===== src/rtl/lcd_8080_tx_pkg.sv =====
// Shared types for the 8080-style LCD write transmitter: FSM states,
// the queued byte format and the LCD command opcodes used by the init logic.
package lcd_tx_pkg;

    typedef enum logic [2:0] {
        RST_LOW, RST_WAIT, IDLE, WR_LOW, WR_HIGH, FILL_LOW, FILL_HIGH
    } lcd_state_e;

    typedef struct packed {
        logic       dc;
        logic [7:0] data;
    } lcd_byte_t;

    localparam logic [7:0] SWRESET = 8'h01;
    localparam logic [7:0] SLPOUT  = 8'h11;
    localparam logic [7:0] DISPON  = 8'h29;
    localparam logic [7:0] CASET   = 8'h2A;
    localparam logic [7:0] PASET   = 8'h2B;
    localparam logic [7:0] RAMWR   = 8'h2C;

    // Largest of the phase lengths; sizes the shared phase counter.
    function automatic int max4(input int a, input int b, input int c, input int d);
        int m;
        m = a;
        if (b > m) m = b;
        if (c > m) m = c;
        if (d > m) m = d;
        return m;
    endfunction

endpackage


===== src/rtl/lcd_8080_tx_if.sv =====
// Byte stream into the LCD transmitter: valid/ready with a d/c flag.
interface lcd_8080_tx_if;
    logic       in_valid;
    logic       in_ready;
    logic       in_dc;
    logic [7:0] in_data;

    modport master (output in_valid, output in_dc, output in_data, input in_ready);
    modport slave  (input in_valid, input in_dc, input in_data, output in_ready);
endinterface


===== src/rtl/lcd_8080_tx_fifo.sv =====
// Small synchronous FIFO of lcd_byte_t. Push while full and pop while
// empty are ignored; pointers wrap naturally since DEPTH is a power of two.
module lcd_tx_fifo import lcd_tx_pkg::*; #(
    parameter int DEPTH = 8
) (
    input  logic                   clk,
    input  logic                   reset,
    input  logic                   push_i,
    input  lcd_byte_t              wdata_i,
    input  logic                   pop_i,
    output lcd_byte_t              rdata_o,
    output logic [$clog2(DEPTH):0] count_o,
    output logic                   full_o,
    output logic                   empty_o
);
    localparam int AW = $clog2(DEPTH);

    lcd_byte_t      mem_q [DEPTH];
    logic [AW-1:0]  wp_q, rp_q;
    logic [AW:0]    cnt_q;
    logic           do_push, do_pop;

    assign full_o  = (cnt_q == (AW+1)'(DEPTH));
    assign empty_o = (cnt_q == '0);
    assign count_o = cnt_q;
    assign rdata_o = mem_q[rp_q];
    assign do_push = push_i && !full_o;
    assign do_pop  = pop_i && !empty_o;

    // Storage write; contents need no reset since count gates reads.
    always_ff @(posedge clk) begin
        if (do_push) mem_q[wp_q] <= wdata_i;
    end

    // Pointer and occupancy update.
    always_ff @(posedge clk or posedge reset) begin
        if (reset) begin
            wp_q  <= '0;
            rp_q  <= '0;
            cnt_q <= '0;
        end else begin
            if (do_push) wp_q <= wp_q + AW'(1);
            if (do_pop)  rp_q <= rp_q + AW'(1);
            case ({do_push, do_pop})
                2'b10:   cnt_q <= cnt_q + (AW+1)'(1);
                2'b01:   cnt_q <= cnt_q - (AW+1)'(1);
                default: cnt_q <= cnt_q;
            endcase
        end
    end
endmodule


===== src/rtl/lcd_8080_tx.sv =====
// 8080 parallel write transmitter: runs the LCD hardware-reset sequence,
// then drains the byte FIFO onto lcd_db with programmable WR low/high phases.
// Optional solid-colour fill engine enabled by defining LCD_TX_FILL_EN.
module lcd_8080_tx import lcd_tx_pkg::*; #(
    parameter int FIFO_DEPTH      = 8,
    parameter int WR_LOW_CYCLES   = 2,
    parameter int WR_HIGH_CYCLES  = 2,
    parameter int RST_LOW_CYCLES  = 250,
    parameter int RST_WAIT_CYCLES = 3000
) (
    input  logic                        clk,
    input  logic                        reset,
    lcd_8080_tx_if.slave                s_if,
    output logic                        busy,
    output logic [$clog2(FIFO_DEPTH):0] fifo_count,
    output logic [7:0]                  lcd_db,
    output logic                        lcd_d_c,
    output logic                        lcd_wr,
    output logic                        lcd_rd,
    output logic                        lcd_reset
`ifdef LCD_TX_FILL_EN
    ,
    input  logic                        fill_start,
    input  logic [15:0]                 fill_color,
    input  logic [16:0]                 fill_pixels,
    output logic                        fill_done
`endif
);
    localparam int CW = $clog2(max4(WR_LOW_CYCLES, WR_HIGH_CYCLES,
                                    RST_LOW_CYCLES, RST_WAIT_CYCLES) + 1);

    lcd_state_e    state_q, state_d;
    logic [CW-1:0] cnt_q, cnt_d;
    lcd_byte_t     bus_q, bus_d;
    logic          wr_q, wr_d, lrst_q, lrst_d;
    logic          push, pop, full, empty, init_done, filling;
    lcd_byte_t     head;

`ifdef LCD_TX_FILL_EN
    logic [16:0]   pix_q, pix_d;
    logic [15:0]   col_q, col_d;
    logic          lo_q, lo_d, done_q, done_d;
    assign filling   = (state_q == FILL_LOW) || (state_q == FILL_HIGH);
    assign fill_done = done_q;
`else
    assign filling   = 1'b0;
`endif

    assign init_done     = (state_q != RST_LOW) && (state_q != RST_WAIT);
    assign s_if.in_ready = init_done && !full && !filling;
    assign push          = s_if.in_valid && s_if.in_ready;
    assign busy          = (state_q != IDLE) || (fifo_count != '0);
    assign lcd_db        = bus_q.data;
    assign lcd_d_c       = bus_q.dc;
    assign lcd_wr        = wr_q;
    assign lcd_rd        = 1'b1;
    assign lcd_reset     = lrst_q;

    lcd_tx_fifo #(.DEPTH(FIFO_DEPTH)) u_fifo (
        .clk     (clk),
        .reset   (reset),
        .push_i  (push),
        .wdata_i ({s_if.in_dc, s_if.in_data}),
        .pop_i   (pop),
        .rdata_o (head),
        .count_o (fifo_count),
        .full_o  (full),
        .empty_o (empty)
    );

    // Next state, phase counter, bus load and strobe level; wr_d is the
    // strobe level for the next cycle so lcd_wr falls with the bus update.
    always_comb begin
        state_d = state_q;
        cnt_d   = cnt_q + CW'(1);
        bus_d   = bus_q;
        wr_d    = 1'b1;
        lrst_d  = lrst_q;
        pop     = 1'b0;
`ifdef LCD_TX_FILL_EN
        pix_d   = pix_q;
        col_d   = col_q;
        lo_d    = lo_q;
        done_d  = 1'b0;
`endif
        case (state_q)
            RST_LOW: begin
                lrst_d = 1'b0;
                if (cnt_q == CW'(RST_LOW_CYCLES - 1)) begin
                    state_d = RST_WAIT;
                    cnt_d   = '0;
                    lrst_d  = 1'b1;
                end
            end
            RST_WAIT: begin
                if (cnt_q == CW'(RST_WAIT_CYCLES - 1)) begin
                    state_d = IDLE;
                    cnt_d   = '0;
                end
            end
            IDLE: begin
                cnt_d = '0;
                if (!empty) begin
                    pop     = 1'b1;
                    bus_d   = head;
                    wr_d    = 1'b0;
                    state_d = WR_LOW;
                end
`ifdef LCD_TX_FILL_EN
                else if (fill_start) begin
                    if (fill_pixels == '0) begin
                        done_d = 1'b1;
                    end else begin
                        bus_d   = {1'b1, fill_color[15:8]};
                        col_d   = fill_color;
                        pix_d   = fill_pixels;
                        lo_d    = 1'b0;
                        wr_d    = 1'b0;
                        state_d = FILL_LOW;
                    end
                end
`endif
            end
            WR_LOW: begin
                wr_d = 1'b0;
                if (cnt_q == CW'(WR_LOW_CYCLES - 1)) begin
                    wr_d    = 1'b1;
                    cnt_d   = '0;
                    state_d = WR_HIGH;
                end
            end
            WR_HIGH: begin
                if (cnt_q == CW'(WR_HIGH_CYCLES - 1)) begin
                    cnt_d = '0;
                    if (!empty) begin
                        pop     = 1'b1;
                        bus_d   = head;
                        wr_d    = 1'b0;
                        state_d = WR_LOW;
                    end else begin
                        state_d = IDLE;
                    end
                end
            end
`ifdef LCD_TX_FILL_EN
            FILL_LOW: begin
                wr_d = 1'b0;
                if (cnt_q == CW'(WR_LOW_CYCLES - 1)) begin
                    wr_d    = 1'b1;
                    cnt_d   = '0;
                    state_d = FILL_HIGH;
                end
            end
            FILL_HIGH: begin
                if (cnt_q == CW'(WR_HIGH_CYCLES - 1)) begin
                    cnt_d = '0;
                    if (!lo_q) begin
                        bus_d   = {1'b1, col_q[7:0]};
                        lo_d    = 1'b1;
                        wr_d    = 1'b0;
                        state_d = FILL_LOW;
                    end else if (pix_q == 17'd1) begin
                        done_d  = 1'b1;
                        state_d = IDLE;
                    end else begin
                        bus_d   = {1'b1, col_q[15:8]};
                        pix_d   = pix_q - 17'd1;
                        lo_d    = 1'b0;
                        wr_d    = 1'b0;
                        state_d = FILL_LOW;
                    end
                end
            end
`endif
            default: begin
                state_d = RST_LOW;
                cnt_d   = '0;
            end
        endcase
    end

    // State and registered LCD pins; reset restarts the full LCD init.
    always_ff @(posedge clk or posedge reset) begin
        if (reset) begin
            state_q <= RST_LOW;
            cnt_q   <= '0;
            bus_q   <= '0;
            wr_q    <= 1'b1;
            lrst_q  <= 1'b0;
`ifdef LCD_TX_FILL_EN
            pix_q   <= '0;
            col_q   <= '0;
            lo_q    <= 1'b0;
            done_q  <= 1'b0;
`endif
        end else begin
            state_q <= state_d;
            cnt_q   <= cnt_d;
            bus_q   <= bus_d;
            wr_q    <= wr_d;
            lrst_q  <= lrst_d;
`ifdef LCD_TX_FILL_EN
            pix_q   <= pix_d;
            col_q   <= col_d;
            lo_q    <= lo_d;
            done_q  <= done_d;
`endif
        end
    end
endmodule

===== src/flat_wrapper.sv =====
// flat-port wrapper written by rule: the top's interface ports become plain ports
module lcd_8080_tx_flat import lcd_tx_pkg::*;
#(
    parameter int FIFO_DEPTH      = 8,
    parameter int WR_LOW_CYCLES   = 2,
    parameter int WR_HIGH_CYCLES  = 2,
    parameter int RST_LOW_CYCLES  = 250,
    parameter int RST_WAIT_CYCLES = 3000
)
  (clk, reset, busy, fifo_count, lcd_db, lcd_d_c, lcd_wr, lcd_rd, lcd_reset, s_if_in_valid, s_if_in_dc, s_if_in_data, s_if_in_ready);
  lcd_8080_tx_if s_if_i ();
  input  logic clk;
  input  logic reset;
  output logic busy;
  output logic [$clog2(FIFO_DEPTH):0] fifo_count;
  output logic [7:0] lcd_db;
  output logic lcd_d_c;
  output logic lcd_wr;
  output logic lcd_rd;
  output logic lcd_reset;
  input wire logic [$bits(s_if_i.in_valid)-1:0] s_if_in_valid;
  input wire logic [$bits(s_if_i.in_dc)-1:0] s_if_in_dc;
  input wire logic [$bits(s_if_i.in_data)-1:0] s_if_in_data;
  output wire logic [$bits(s_if_i.in_ready)-1:0] s_if_in_ready;
  assign s_if_i.in_valid = s_if_in_valid;
  assign s_if_i.in_dc = s_if_in_dc;
  assign s_if_i.in_data = s_if_in_data;
  assign s_if_in_ready = s_if_i.in_ready;
  lcd_8080_tx #(.FIFO_DEPTH(FIFO_DEPTH), .WR_LOW_CYCLES(WR_LOW_CYCLES), .WR_HIGH_CYCLES(WR_HIGH_CYCLES), .RST_LOW_CYCLES(RST_LOW_CYCLES), .RST_WAIT_CYCLES(RST_WAIT_CYCLES)) u_core (.clk(clk), .reset(reset), .s_if(s_if_i), .busy(busy), .fifo_count(fifo_count), .lcd_db(lcd_db), .lcd_d_c(lcd_d_c), .lcd_wr(lcd_wr), .lcd_rd(lcd_rd), .lcd_reset(lcd_reset));
endmodule

===== config.mk =====
export PLATFORM = sky130hd
export DESIGN_NAME = lcd_8080_tx_flat
export DESIGN_NICKNAME = d
export VERILOG_FILES = /design/src/rtl/lcd_8080_tx_pkg.sv /design/src/rtl/lcd_8080_tx_if.sv /design/src/rtl/lcd_8080_tx_fifo.sv /design/src/rtl/lcd_8080_tx.sv /design/src/flat_wrapper.sv
export SDC_FILE = /design/constraint.sdc
export NUM_CORES = 1
export LEC_CHECK = 0
export ABC_AREA = 1
export ABC_CLOCK_PERIOD_IN_PS = 3600
export BUFFER_PORTS_ARGS = -buffer_cell sky130_fd_sc_hd__buf_2
export CORE_ASPECT_RATIO = 1.2
export CORE_MARGIN = 1.5
export CORE_UTILIZATION = 30
export DETAILED_ROUTE_END_ITERATION = 8
export GPL_ROUTABILITY_DRIVEN = 0
export GPL_TIMING_DRIVEN = 0
export SYNTH_ARGS = -nofsm -noshare
export SYNTH_HDL_FRONTEND = slang
export SYNTH_HIERARCHICAL = 1
export SYNTH_SLANG_ARGS = --single-unit

===== constraint.sdc =====
create_clock -name clk -period 3.6 [get_ports clk]
set_input_delay 0 -clock clk [delete_from_list [all_inputs] [get_ports clk]]
set_output_delay 0 -clock clk [all_outputs]
set_load 0.05 [all_outputs]

==> run_results.csv, run 1 <==
group,metric,value,unit
outcome,status,"completed",
synth,yosys.area.top_type_share,0.422,
placement,hpwl,7430,um
sta,setup-tns-final,0,ns
die,ioPinCount,30,
route,drc,0,
sta,final-hold-violation-count,0,
cts,cts_max_path_buffers,2,
critical_path,crit_arrival,3.00,ns
global_route,antenna_found_initial,0,
sta,period_share,0.765,
synth,yosysTopAreaCell,"edfxtp_1",
critical_path,path_class,"flop to flop",
sta,max_slew.worst_pin.slew,1.01,ns
sta,period_minus_slack,2.75,ns
synth,syn_area,5130,sq um
critical_path,crit_top_cell,"nand2_1",
route,drt-wirelength-per-cell,12.9,um
synth,yosys-top-cells-count,"nand2_1 (196), nor2_1 (102), edfxtp_1 (72), inv_1 (69), dfrtp_1 (35)",
synth,ys_seq_elements,108,
critical_path,cpMaxStageDelayCell,"dfrtp_1",
cts,clkLatencyLatePin,0.36,ns
die,dieHeight,146,um
route,vias_per_cell,4.23,
pwr,power_density,386,nW/um^2
synth,postSynthNetCount,589,
cts,cts_setup_buffers,0,
route,drtAntennaViolNets,0,
synth,ys.flop_type,"edfxtp_1",
critical_path,path_cells,"inv_1 -> ha_1 -> nand3_1 -> nor2_1 -> nand2_1 -> nand2_1 -> nand3_4 -> inv_2 -> nand2_1 -> inv_1 -> ha_1 -> ha_1 -> or2_2 -> nand2_1 -> nand2_1 -> nand3_1 -> nand2_1",
sta,setup-violations-final,0,
final_layout,fin_nets,641,
cts,clk_pin_slew,0.07,ns
cts,postCtsResizedCells,0,
cts,cts_root_buffer,"clkbuf_16",
pwr,p_leak,2.67,nW
critical_path,crit_path_max_fanout,10,
critical_path,max_stage_delay,0.40,ns
die,placement_rows,52,
global_route,grt_pass1_wl,17600,um
cts,cts_hold_buf,10,
synth,synth_edf_count,72,
synth,synth_area_leaders,"edfxtp_1 (42%), dfrtp_1 (17%), nand2_1 (14%), nor2_1 (7.5%), inv_1 (5.1%)",
pwr,max-vdd-ir-drop,0.195,mV
synth,async_reset_ff_frac,0.333,
global_route,overflow,0,
final_layout,drive_gt1_frac,0.134,
route,drtIter0Drc,197,
global_route,grt_pass1_vias,3382,
synth,yosysUniqueCellTypes,33,
route,wl,10800,um
cts,htree_levels,3,
route,vias,3560,
final_layout,diodes,0,
placement,dp.cells,816,
die,start_util,0.305,
cts,cts_tree,"built",
sta,fmax,0.363,GHz
synth,yosys_warnings,6,
sta,fin_worst_skew,0.00769,ns
synth,yosysMostFrequentCell,"nand2_1",
sta,slew_violations,0,
sta,rsz0062_at_grt,"false",
cts,cts_buffers,9,
final_layout,area_growth,16.7,%
synth,synth_cells,569,
sta,relSlewSlack,0.329,
critical_path,end_kind,"flop",
die,dieArea,17900,sq um
route,firstDrtPassIters,4,
synth,synth-seq-area-share,0.598,
synth,synth_area_per_cell,9.01,sq um
critical_path,cp.required,3.85,ns
critical_path,startpoint_type,"flop",
final_layout,fin_cells,841,
min_path,hold_class,"primary input to flop",
die,core_area,16800,sq um
global_route,grt_max_degree,27,
cts,clkSinkCount,108,
run,drv_cap,0,
global_route,grt_use_total,0.131,
die,fp.dieW,122,um
placement,numPortBuffers,28,
==> worst paths after layout <==
| check | from | end | slack (ns) | cells past startpoint |
|---|---|---|---|---|
| min | s_if_in_valid | u_core/u_fifo/wp_q[1]$_DFFE_PP0P_ | 0.06 | 4 |
| max reg2reg | u_core/cnt_q[1]$_DFF_PP0_ | u_core/u_fifo/count_o[3]$_DFFE_PP0P_ | 0.85 | 17 |
| min reg2reg | u_core/lcd_db[3]$_DFFE_PP0P_ | u_core/lcd_db[3]$_DFFE_PP0P_ | 0.48 | 2 |
| min in group asynchronous | reset | u_core/u_fifo/count_o[3]$_DFFE_PP0P_ | 0.20 | 3 |
| max in group asynchronous | reset | u_core/state_q[1]$_DFFE_PP0P_ | 2.53 | 3 |
| max | u_core/cnt_q[1]$_DFF_PP0_ | u_core/u_fifo/count_o[3]$_DFFE_PP0P_ | 0.85 | 17 |
==> final cells by class <==
type | instances | area [sq um]
clock buffers | 9 | 225
multi-input cells | 373 | 1690
fillers | 1712 | 10800
inverters | 73 | 274
repair buffers | 41 | 270
flip-flops and latches | 108 | 3060
clock inverters | 6 | 55.1
well taps | 216 | 270
plain buffers | 15 | 133
==> power by group <==
group          internal [mW]  total, mW  switching (mW)
clock                  0.481      0.949           0.468
sequential              1.32       1.32               0
combinational         0.0123     0.0352          0.0229
total                   1.82       2.31           0.491
==> kinds of logic (layout without fill, tap and decap cells) <==
family                   Yosys count  in the layout  synth area share
adder cells (fa/ha/maj)            8              8            0.0210
XOR/XNOR                          11             11            0.0188
AND/OR/NAND/NOR                  338            338             0.265
AO/OA/AOI/OAI                     15             15            0.0181
flip-flops                       108            108             0.598
other                              1              1          0.000731
buffers and inverters             88            144            0.0793
==> registers in the layout, indices dropped and copies added, names as in the netlist <==
signal	count
u_core/cnt_q	12
u_core/lcd_d_c	1
u_core/lcd_db	8
u_core/lcd_reset	1
u_core/lcd_wr	1
u_core/state_q	3
u_core/u_fifo/count_o	4
u_core/u_fifo/mem_q	72
u_core/u_fifo/rp_q	3
u_core/u_fifo/wp_q	3
==> stage by stage <==
stage               total power [mW]  hold slack, ns   util  cell area, sq um  worst slack [ns]
floorplan                       1.36          -0.160      -              5130             0.250
global placement                1.38          0.0206  0.330              5540             0.443
global route                    2.39          0.0706  0.356              5980             0.572
CTS                             2.34          0.0575  0.356              5980             0.823
detailed placement              1.38          0.0212  0.334              5600             0.829
finish                          2.31          0.0557  0.356              5980             0.847
==> worst max-delay path: cells and delay by family, from the launching register on <==
kind | cells | cell delay, ns
adder cells (fa/ha/maj) | 3 | 0.64
buffers and inverters | 3 | 0.35
AND/OR/NAND/NOR | 11 | 1.25
flip-flops | 1 | 0.40
==> layer usage <==
metal / GRT usage / vias up / wire, um
met4: 0.0477 / 0 / 130
met5: 0 / - / 0
met1: 0.164 / 1629 / 4880
met2: 0.220 / 56 / 5410
met3: 0.0285 / 9 / 387
li1: - / 1866 / -
==> layout by cell type, fill, tap and decap left out, drive strengths merged, types with 5 or more instances in the layout <==
cell / netlist / final
buf: 15 / 46
clkbuf: 0 / 9
dfrtp: 35 / 35
dlygate4sd3: 0 / 10
edfxtp: 72 / 72
ha: 7 / 7
inv: 72 / 76
nand2: 199 / 199
nand3: 18 / 18
nor2: 106 / 106
nor3: 11 / 11
o21ai: 7 / 7
xnor2: 6 / 6
xor2: 5 / 5
No activity file was read; power rests on OpenSTA's default activity.
==> run 2: changes to the inputs <==
--- a/config.mk
+++ b/config.mk
@@ -6,7 +6,7 @@
 export NUM_CORES = 1
 export LEC_CHECK = 0
 export ABC_AREA = 1
-export ABC_CLOCK_PERIOD_IN_PS = 3600
+export ABC_CLOCK_PERIOD_IN_PS = 2300
 export BUFFER_PORTS_ARGS = -buffer_cell sky130_fd_sc_hd__buf_2
 export CORE_ASPECT_RATIO = 1.2
 export CORE_MARGIN = 1.5
==> constraint.sdc (replaced) <==
create_clock -name clk -period 2.3 [get_ports clk]
set_input_delay 0 -clock clk [delete_from_list [all_inputs] [get_ports clk]]
set_output_delay 0 -clock clk [all_outputs]
set_load 0.05 [all_outputs]
==> run 2 against run 1 <==
Against the previous run: routed wire length grew 2.0%; die area unchanged; combinational power increased by 61%; non-clock buffer count rose by 14; clock skew is 0.0012 ns higher; cell count is 1.7% higher; sequential share of layout area decreased by 2.6 points; via count is 2.7% higher.
==> run_results.csv, run 2 (synthesized netlist as in run 1, its figures left out) <==
group,metric,value,unit
outcome,status,"completed",
critical_path,crit_path_max_fanout,10,
sta,relSlewSlack,0.314,
cts,cts_root_buffer,"clkbuf_16",
pwr,switching_share,0.200,
sta,max_slew.worst_pin.slew,1.03,ns
final_layout,drive_gt1_frac,0.188,
route,firstDrtPassIters,4,
sta,worst_slack,0.0632,ns
pwr,max-vdd-ir-drop,0.421,mV
die,dieHeight,146,um
pwr,power_density,604,nW/um^2
placement,preCtsSetupSlack,-0.252,ns
pwr,p_sw,0.763,mW
sta,period_share,0.973,
pwr,clockPowerShare,0.442,
global_route,grt_pass1_wl,17300,um
final_layout,diodes,0,
placement,placed_cell_area,5640,sq um
cts,clkSinkCount,108,
final_layout,largest_register_ffs,72,
critical_path,end_kind,"flop",
final_layout,fin_util,0.376,
die,dieArea,17900,sq um
final_layout,final_cell_mix,"nand2_1 (193), nor2_1 (101), edfxtp_1 (72)",
sta,setup-violations-final,0,
pwr,sequentialPowerShare,0.543,
cts,clk_pin_slew,0.07,ns
die,fp.dieW,122,um
cts,cts_max_path_buffers,2,
sta,fin_worst_skew,0.00891,ns
global_route,antenna_found_initial,0,
route,drt-wirelength-per-cell,12.9,um
min_path,worstHoldPathCells,4,
final_layout,area_growth,23.2,%
global_route,overflow,0,
pwr,p_leak,2.77,nW
placement,hpwl,7400,um
route,wl,11000,um
critical_path,cp.required,2.28,ns
sta,final-hold-violation-count,0,
global_route,grt_max_degree,27,
final_layout,fin_nets,655,
final_layout,fin_cells,855,
route,drtIter0Drc,240,
critical_path,ff2ff_path_depth,8,
die,core_area,16800,sq um
sta,period_minus_slack,2.24,ns
pwr,p_int,3.05,mW
run,drv_cap,0,
final_layout,fin_area,6320,sq um
final_layout,mostFrequentLayoutCell,"nand2_1",
die,start_util,0.305,
placement,numPortBuffers,28,
route,vias,3656,
route,drtAntennaViolNets,0,
placement,dp.cells,813,
critical_path,path_class,"flop to flop",
sta,setup-tns-final,0,ns
die,ioPinCount,30,
cts,htree_levels,3,
final_layout,largest-register,"u_core/u_fifo/mem_q",
sta,fmax,0.447,GHz
critical_path,crit_arrival,2.22,ns
global_route,grt_use_total,0.128,
cts,cts_tree,"built",
pwr,p_comb_frac,0.015,
die,placement_rows,52,
sta,slew_violations,0,
sta,holdWs,0.0369,ns
cts,clkLatencyLatePin,0.35,ns
pwr,power,3.82,mW
critical_path,startpoint_type,"flop",
global_route,grt_pass1_vias,3405,
min_path,hold_class,"primary input to flop",
cts,cts_buffers,9,
route,vias_per_cell,4.28,
sta,rsz0062_at_grt,"true",
route,drc,0,
run 2: final timing paths:
kind | start | endpoint | slack, ns
setup / recovery | u_core/u_fifo/count_o[2]$_DFFE_PP0P_ | u_core/u_fifo/mem_q[6][6]$_DFFE_PP_ | 0.06
hold / removal | s_if_in_valid | u_core/u_fifo/wp_q[1]$_DFFE_PP0P_ | 0.04
setup reg to reg | u_core/u_fifo/count_o[2]$_DFFE_PP0P_ | u_core/u_fifo/mem_q[6][6]$_DFFE_PP_ | 0.06
hold reg to reg | u_core/lcd_db[3]$_DFFE_PP0P_ | u_core/lcd_db[3]$_DFFE_PP0P_ | 0.48
max in group asynchronous | reset | u_core/state_q[2]$_DFFE_PP0P_ | 1.18
min in group asynchronous | reset | u_core/u_fifo/count_o[1]$_DFFE_PP0P_ | 0.18
run 2: area by class of cell:
type,count,area (sq um)
inverters,73,284
flip-flops and latches,108,3070
clock inverters,6,96.3
fillers,1696,10500
clock buffers,9,225
well taps,216,270
multi-input cells,373,1860
plain buffers,15,141
repair buffers,55,372
run 2: layer usage:
layer	vias up	GRT usage	share of wire
met1	1697	0.161	0.46
met4	0	0.0570	0.017
met5	-	0	0
li1	1895	-	-
met2	52	0.215	0.50
met3	12	0.0184	0.023
run 2: what timing repair did:
| item | in CTS | in global routing |
|---|---|---|
| hold endpoints to repair | 107 | 0 |
| hold buffers | 10 | 0 |
| endpoints found under the setup margin | 21 | 58 |
| gates resized for setup | 8 | 23 |
| pin swaps | 3 | 5 |
| gates cloned | 0 | 1 |
| buffers inserted | 11 | 5 |
run 2: worst max-delay path: stages (launching register included):
cell and delay (ns):
dfrtp_2 0.43, inv_2 0.08, nand3_4 0.09, inv_2 0.05, a21oi_4 0.13, and2_4 0.18, nand2_4 0.06, buf_12 0.15
nor3_2 0.67
run 2: power by group through the flow:
stage / Sequential (mW) / Combinational, mW / Clock [mW]
detailed placement: 2.12 / 0.0466 / 0
global route: 2.07 / 0.0646 / 1.80
finish: 2.07 / 0.0568 / 1.69
floorplan: 2.12 / 0.0144 / 0
CTS: 2.07 / 0.0596 / 1.72
global placement: 2.12 / 0.0454 / 0
